[config.mk]
export PLATFORM = sky130hd
export DESIGN_NAME = master_serial_port
export DESIGN_NICKNAME = d
export VERILOG_FILES = /design/src/rtl/bus_pkg.sv /design/src/rtl/counter.sv /design/src/rtl/master_serial_port.sv
export SDC_FILE = /design/constraint.sdc
export NUM_CORES = 1
export LEC_CHECK = 0
export ABC_AREA = 1
export BUFFER_PORTS_ARGS = -buffer_cell sky130_fd_sc_hd__clkbuf_2
export CAP_MARGIN = 20
export CORE_MARGIN = 2
export CORE_UTILIZATION = 40
export CTS_CLUSTER_DIAMETER = 100
export DETAILED_ROUTE_END_ITERATION = 16
export SLEW_MARGIN = 20
export SYNTH_ARGS = -nofsm -noshare
export SYNTH_HDL_FRONTEND = slang
export SYNTH_HIERARCHICAL = 1
export SYNTH_SLANG_ARGS = --single-unit
[constraint.sdc]
create_clock -name CLK -period 3.3 [get_ports CLK]
set_clock_uncertainty 0.05 [all_clocks]
set_input_delay 0.66 -clock CLK [delete_from_list [all_inputs] [get_ports CLK]]
set_output_delay 0.66 -clock CLK [all_outputs]
set_load 0.1 [all_outputs]
[src/rtl/bus_pkg.sv]
// Shared types and widths for the serial bus master port.
package bus_pkg;

  localparam int unsigned ADDR_W = 16;
  localparam int unsigned DATA_W = 8;
  localparam int unsigned CNT_W  = 4;
  localparam int unsigned BIT_W  = $clog2(DATA_W);

  typedef enum logic [2:0] {
    IDLE      = 3'd0,
    REQ       = 3'd1,
    ADDR      = 3'd2,
    WAIT_AACK = 3'd3,
    WDATA     = 3'd4,
    WAIT_WACK = 3'd5,
    RDATA     = 3'd6,
    DONE      = 3'd7
  } state_e;

endpackage

[src/rtl/counter.sv]
// Up-counter with synchronous clear and enable; exposes its next value for
// look-ahead output registering.
module counter #(
  parameter int unsigned WIDTH = 4
) (
  input  logic             clk,
  input  logic             rst,
  input  logic             clr,
  input  logic             en,
  output logic [WIDTH-1:0] count_q,
  output logic [WIDTH-1:0] count_d_c
);

  always_comb begin
    count_d_c = count_q;
    if (clr) begin
      count_d_c = '0;
    end else if (en) begin
      count_d_c = count_q + WIDTH'(1);
    end
  end

  always_ff @(posedge clk) begin
    if (rst) begin
      count_q <= '0;
    end else begin
      count_q <= count_d_c;
    end
  end

endmodule

[src/rtl/master_serial_port.sv]
// Serial bus master: arbitrates, shifts address/write data out LSB first,
// collects read data honouring slave-busy, and reports ACK timeouts.
module master_serial_port
  import bus_pkg::*;
#(
  parameter int unsigned ACK_TIMEOUT = 15
) (
  input  logic              CLK,
  input  logic              RST,
  input  logic              M_START,
  input  logic              M_RW,
  input  logic [ADDR_W-1:0] M_ADDR,
  input  logic [DATA_W-1:0] M_WDATA,
  output logic              M_BUSY,
  output logic              M_DONE,
  output logic [DATA_W-1:0] M_RDATA,
  output logic              M_ERR,
  output logic              B_REQ,
  input  logic              B_GRANT,
  output logic              B_AVALID,
  output logic              B_RW,
  output logic              B_BUS_OUT,
  input  logic              B_BUS_IN,
  input  logic              B_ACK,
  input  logic              B_SBSY
);

  localparam int unsigned TMO_W = $clog2(ACK_TIMEOUT + 1);

  state_e            state_q, state_d;
  logic              rw_q, rw_d;
  logic [ADDR_W-1:0] addr_q, addr_d;
  logic [DATA_W-1:0] wdata_q, wdata_d;
  logic [DATA_W-1:0] rdata_q, rdata_d;
  logic [TMO_W-1:0]  tmo_q, tmo_d;
  logic              seen_q, seen_d;
  logic              busy_q, busy_d;
  logic              done_q, done_d;
  logic [DATA_W-1:0] m_rdata_q, m_rdata_d;
  logic              err_q, err_d;
  logic              breq_q, breq_d;
  logic              avalid_q, avalid_d;
  logic              brw_q, brw_d;
  logic              bus_out_q, bus_out_d;
  logic [CNT_W-1:0]  cnt_q, cnt_d;
  logic              cnt_clr, cnt_en;

  // Bit index for ADDR/WDATA/RDATA; cleared on every state change.
  counter #(.WIDTH(CNT_W)) u_bit_cnt (
    .clk       (CLK),
    .rst       (RST),
    .clr       (cnt_clr),
    .en        (cnt_en),
    .count_q   (cnt_q),
    .count_d_c (cnt_d)
  );

  // Next state, datapath and look-ahead output values.
  always_comb begin
    state_d   = state_q;
    rw_d      = rw_q;
    addr_d    = addr_q;
    wdata_d   = wdata_q;
    rdata_d   = rdata_q;
    tmo_d     = tmo_q;
    seen_d    = seen_q;
    err_d     = err_q;
    m_rdata_d = m_rdata_q;
    cnt_en    = 1'b0;

    case (state_q)
      IDLE: begin
        if (M_START) begin
          state_d = REQ;
          rw_d    = M_RW;
          addr_d  = M_ADDR;
          wdata_d = M_WDATA;
          err_d   = 1'b0;
        end
      end
      REQ: begin
        if (B_GRANT) state_d = ADDR;
      end
      ADDR: begin
        if (cnt_q == CNT_W'(ADDR_W - 1)) state_d = WAIT_AACK;
        else cnt_en = 1'b1;
      end
      WAIT_AACK, WAIT_WACK: begin
        // An ACK high-then-low handshake ends the wait; only a silent slave times out.
        if (B_ACK) begin
          seen_d = 1'b1;
          tmo_d  = '0;
        end else if (seen_q) begin
          if (state_q == WAIT_WACK) state_d = DONE;
          else state_d = rw_q ? WDATA : RDATA;
        end else if (tmo_q == TMO_W'(ACK_TIMEOUT - 1)) begin
          state_d = DONE;
          err_d   = 1'b1;
        end else begin
          tmo_d = tmo_q + TMO_W'(1);
        end
      end
      WDATA: begin
        if (cnt_q == CNT_W'(DATA_W - 1)) state_d = WAIT_WACK;
        else cnt_en = 1'b1;
      end
      RDATA: begin
        if (!B_SBSY) begin
          rdata_d[cnt_q[BIT_W-1:0]] = B_BUS_IN;
          if (cnt_q == CNT_W'(DATA_W - 1)) state_d = DONE;
          else cnt_en = 1'b1;
        end
      end
      DONE:    state_d = IDLE;
      default: state_d = IDLE;
    endcase

    cnt_clr = (state_d != state_q);
    if (state_d != state_q) begin
      seen_d = 1'b0;
      tmo_d  = '0;
    end

    if (state_d == DONE && !rw_q && !err_d) m_rdata_d = rdata_d;

    busy_d    = (state_d != IDLE);
    done_d    = (state_d == DONE);
    breq_d    = (state_d != IDLE) && (state_d != DONE);
    avalid_d  = (state_d == ADDR);
    brw_d     = (state_d != IDLE) && rw_d;
    bus_out_d = 1'b0;
    if (state_d == ADDR) bus_out_d = addr_d[cnt_d];
    else if (state_d == WDATA) bus_out_d = wdata_d[cnt_d[BIT_W-1:0]];
  end

  always_ff @(posedge CLK) begin
    if (RST) begin
      state_q   <= IDLE;
      rw_q      <= 1'b0;
      addr_q    <= '0;
      wdata_q   <= '0;
      rdata_q   <= '0;
      tmo_q     <= '0;
      seen_q    <= 1'b0;
      busy_q    <= 1'b0;
      done_q    <= 1'b0;
      m_rdata_q <= '0;
      err_q     <= 1'b0;
      breq_q    <= 1'b0;
      avalid_q  <= 1'b0;
      brw_q     <= 1'b0;
      bus_out_q <= 1'b0;
    end else begin
      state_q   <= state_d;
      rw_q      <= rw_d;
      addr_q    <= addr_d;
      wdata_q   <= wdata_d;
      rdata_q   <= rdata_d;
      tmo_q     <= tmo_d;
      seen_q    <= seen_d;
      busy_q    <= busy_d;
      done_q    <= done_d;
      m_rdata_q <= m_rdata_d;
      err_q     <= err_d;
      breq_q    <= breq_d;
      avalid_q  <= avalid_d;
      brw_q     <= brw_d;
      bus_out_q <= bus_out_d;
    end
  end

  assign M_BUSY    = busy_q;
  assign M_DONE    = done_q;
  assign M_RDATA   = m_rdata_q;
  assign M_ERR     = err_q;
  assign B_REQ     = breq_q;
  assign B_AVALID  = avalid_q;
  assign B_RW      = brw_q;
  assign B_BUS_OUT = bus_out_q;

endmodule

==> flow_summary.toml <==
[place]
post-place-ws_ns = 0.534
place_congestion = 0.886
dp_cells = 630
portBuffers = 46
place_hpwl_um = 5180

[floorplan]
core_um2 = 7690
die_w_um = 92.8
ios = 47
die_area_um2 = 8620
die_y_um = 92.8
start_util_pct = 41.0
num_rows = 32

[cells_and_area]
synthToLayoutAreaGrowth_pct = 14.8
diodes = 0
fin_nets = 574
multi_input_comb_area_um2 = 1620
final.fill_count = 834
layout_common_cells = "nand2_1 (165), dfxtp_1 (60), inv_1 (59), nor2_1 (59), nand3_1 (47)"
register_area_um2 = 1200
finalNonFillerCells = 644
layout_commonest_cell = "nand2_1"
drive_gt1_share_pct = 16.8

[cts]
clk_path_buf_depth = 2
cts_resized = 0
cts_sinks = 60
postCtsSetupBuffers = 0
cts_buffers = 9
cts_hold_buf = 0
cts.htree.levels = 3
tritoncts = "yes"
clk_pin_slew_worst_paths_ns = 0.07
root_buffer = "clkbuf_8"
clock_latency_ns = 0.33

[global_route]
grt_max_degree = 38
grt-ovfl-total = 0
grt_pass1_vias = 2835
grt_pass1_wl_um = 12300
antenna_found_initial = 0
grt_usage_pct = 17.6

[sta]
relSlewSlack_pct = 63.7
grt_setup_unrepaired = "false"
fin_hold_ws_ns = 0.438
setup_ws_ns = 0.649
setup_viol = 0
finalSetupTns_ns = 0
finalMaxSlewViolations = 0
hold_viol = 0
min_period_over_period_pct = 80.3
final.min_clock_period_ns = 2.65
worst_pin_slew_ns = 0.547
clock.fmax_ghz = 0.377

[power]
p_switching_uw = 500
p_int_uw = 1180
p_sw_share_pct = 29.7
ir_drop_v = 0.000240
p_clk_share_pct = 36.4
p_per_area_nw_per_um2 = 465
combPwrFrac_pct = 17.2
p_leak_uw = 0.00191
power.share.sequential_pct = 46.3

[detailed_routing]
first_pass_iters = 5
drtAntennaViolNets = 0
routed.top_layer = "met4"
wl_met2_um = 3240
drc = 0
met3_length_um = 291
vias_per_cell = 4.70
wl_met1_um = 3480
vias = 3026
drt_iter0_markers = 176
wl_per_cell_um = 11.0
routed_wl_um = 7070

[worst_setup_path]
slowest_delay_ns = 0.54
critPathKind = "flop to flop"
crit_chain = "inv_2 -> nand2_1 -> nor2_1 -> nand3_1 -> nand3_1 -> nor2_1 -> nand2_1 -> nand2_1 -> nand2_1 -> nor3_1 -> buf_4 -> nand3_1 -> nand3_1 -> nand3_1 -> nand2_1 -> nand2_1 -> nand3_1 -> nand2_1"
crit_path_end_kind = "flop"
worst_ep_required_time_ns = 3.48
critPathLaunchType = "flop"
crit_path_top_delay_cell = "dfxtp_1"
crit_top_cell = "nand2_1"
arrival_ns = 2.83
crit_fanout = 12

[synthesis]
yosys.area.top_type_share_pct = 38.1
yosysUniqueCellTypes = 29
ys_warn_count = 6
netlist_area_um2 = 3160
synth_area_leaders = "dfxtp_1 (38%), nand2_1 (20%), nand3_1 (7.5%)"
syn_area_per_cell_um2 = 6.37
ys_seq_elements = 60
yosys.area.top_type = "dfxtp_1"
synthCells = 495
ys_seq_area_share_pct = 38.1
syn-num-nets = 530

[job]
drv_cap = 0

[worst_hold_path]
worstHoldPathType = "flop to flop"

[run_status]
status = "complete, no violations"
## final cells by class
type / instances / share of cell area (%)
clock buffers: 11 / 3.63
multi-input cells: 353 / 44.6
inverters: 65 / 6.74
clock inverters: 3 / 1.11
repair buffers: 50 / 7.19
well taps: 102 / 3.52
flip-flops and latches: 60 / 33.2
## metrics by stage
step | util [%] | area (um^2) | total power (uW)
3_5_place_dp | 44.9 | 3450 | 1090
2_1_floorplan | - | 3160 | 1020
5_1_grt | 47.1 | 3620 | 1770
3_3_place_gp | 44.9 | 3450 | 1090
4_1_cts | 47.1 | 3620 | 1710
6_report | 47.1 | 3620 | 1690
## cell families (layout without fill, tap and decap cells)
kind of cell | after synthesis | after routing | share of synthesized area, %
AOI/OAI and AO/OA | 41 | 41 | 6.82
adders and majority gates | 3 | 3 | 1.19
buffers and inverters | 82 | 129 | 10.7
DFF | 60 | 60 | 38.1
muxes | 4 | 4 | 1.27
and+or+nand+nor | 305 | 305 | 42.0
## synthesized netlist by cell type, drive strengths merged
| library cell | count |
|---|---|
| nor4 | 2 |
| mux2i | 4 |
| clkbuf | 6 |
| and3 | 1 |
| a21oi | 20 |
| buf | 11 |
| dfxtp | 60 |
| nor3 | 8 |
| ha | 3 |
| nand2 | 174 |
| o21bai | 1 |
| or2 | 1 |
| inv | 65 |
| a41oi | 1 |
| o21ai | 19 |
| nor2 | 65 |
| nand4 | 3 |
| nand3 | 51 |
## power by group through the flow
stage               Clock [uW]  Combinational (uW)  Sequential (uW)
CTS                        635                 292              781
global route               659                 329              784
detailed placement           0                 291              797
floorplan                    0                 192              826
global placement             0                 289              796
finish                     614                 291              781
## path summary, 6_finish.rpt
kind	to	startpoint	slack, ns	depth (start not counted)
max	B_BUS_OUT	state_q[0]	0.65	18
min reg2reg	M_ERR	M_ERR	0.44	2
max reg2reg	B_BUS_OUT	state_q[0]	0.65	18
min	M_ERR	M_ERR	0.44	2
## critical path: cells and delay by family (launching register included)
family | cells | cell delay [ns]
simple gates | 16 | 1.61
flops | 1 | 0.54
buf+inv | 2 | 0.34
## state kept, by name (all words and copies together), names as in the netlist
signal             cells
addr_q                16
M_RDATA                8
rdata_q                8
wdata_q                8
tmo_q                  4
u_bit_cnt/count_q      4
state_q                3
B_AVALID               1
B_BUS_OUT              1
B_REQ                  1
B_RW                   1
M_BUSY                 1
M_DONE                 1
M_ERR                  1
rw_q                   1
seen_q                 1
## per-layer routing
layer / vias to the layer above / GRT usage (%)
met2: 46 / 29.0
met1: 1350 / 22.7
li1: 1624 / -
met3: 6 / 5.13
met5: - / 0
met4: 0 / 4.41
No activity file was read; power rests on OpenSTA's default activity.
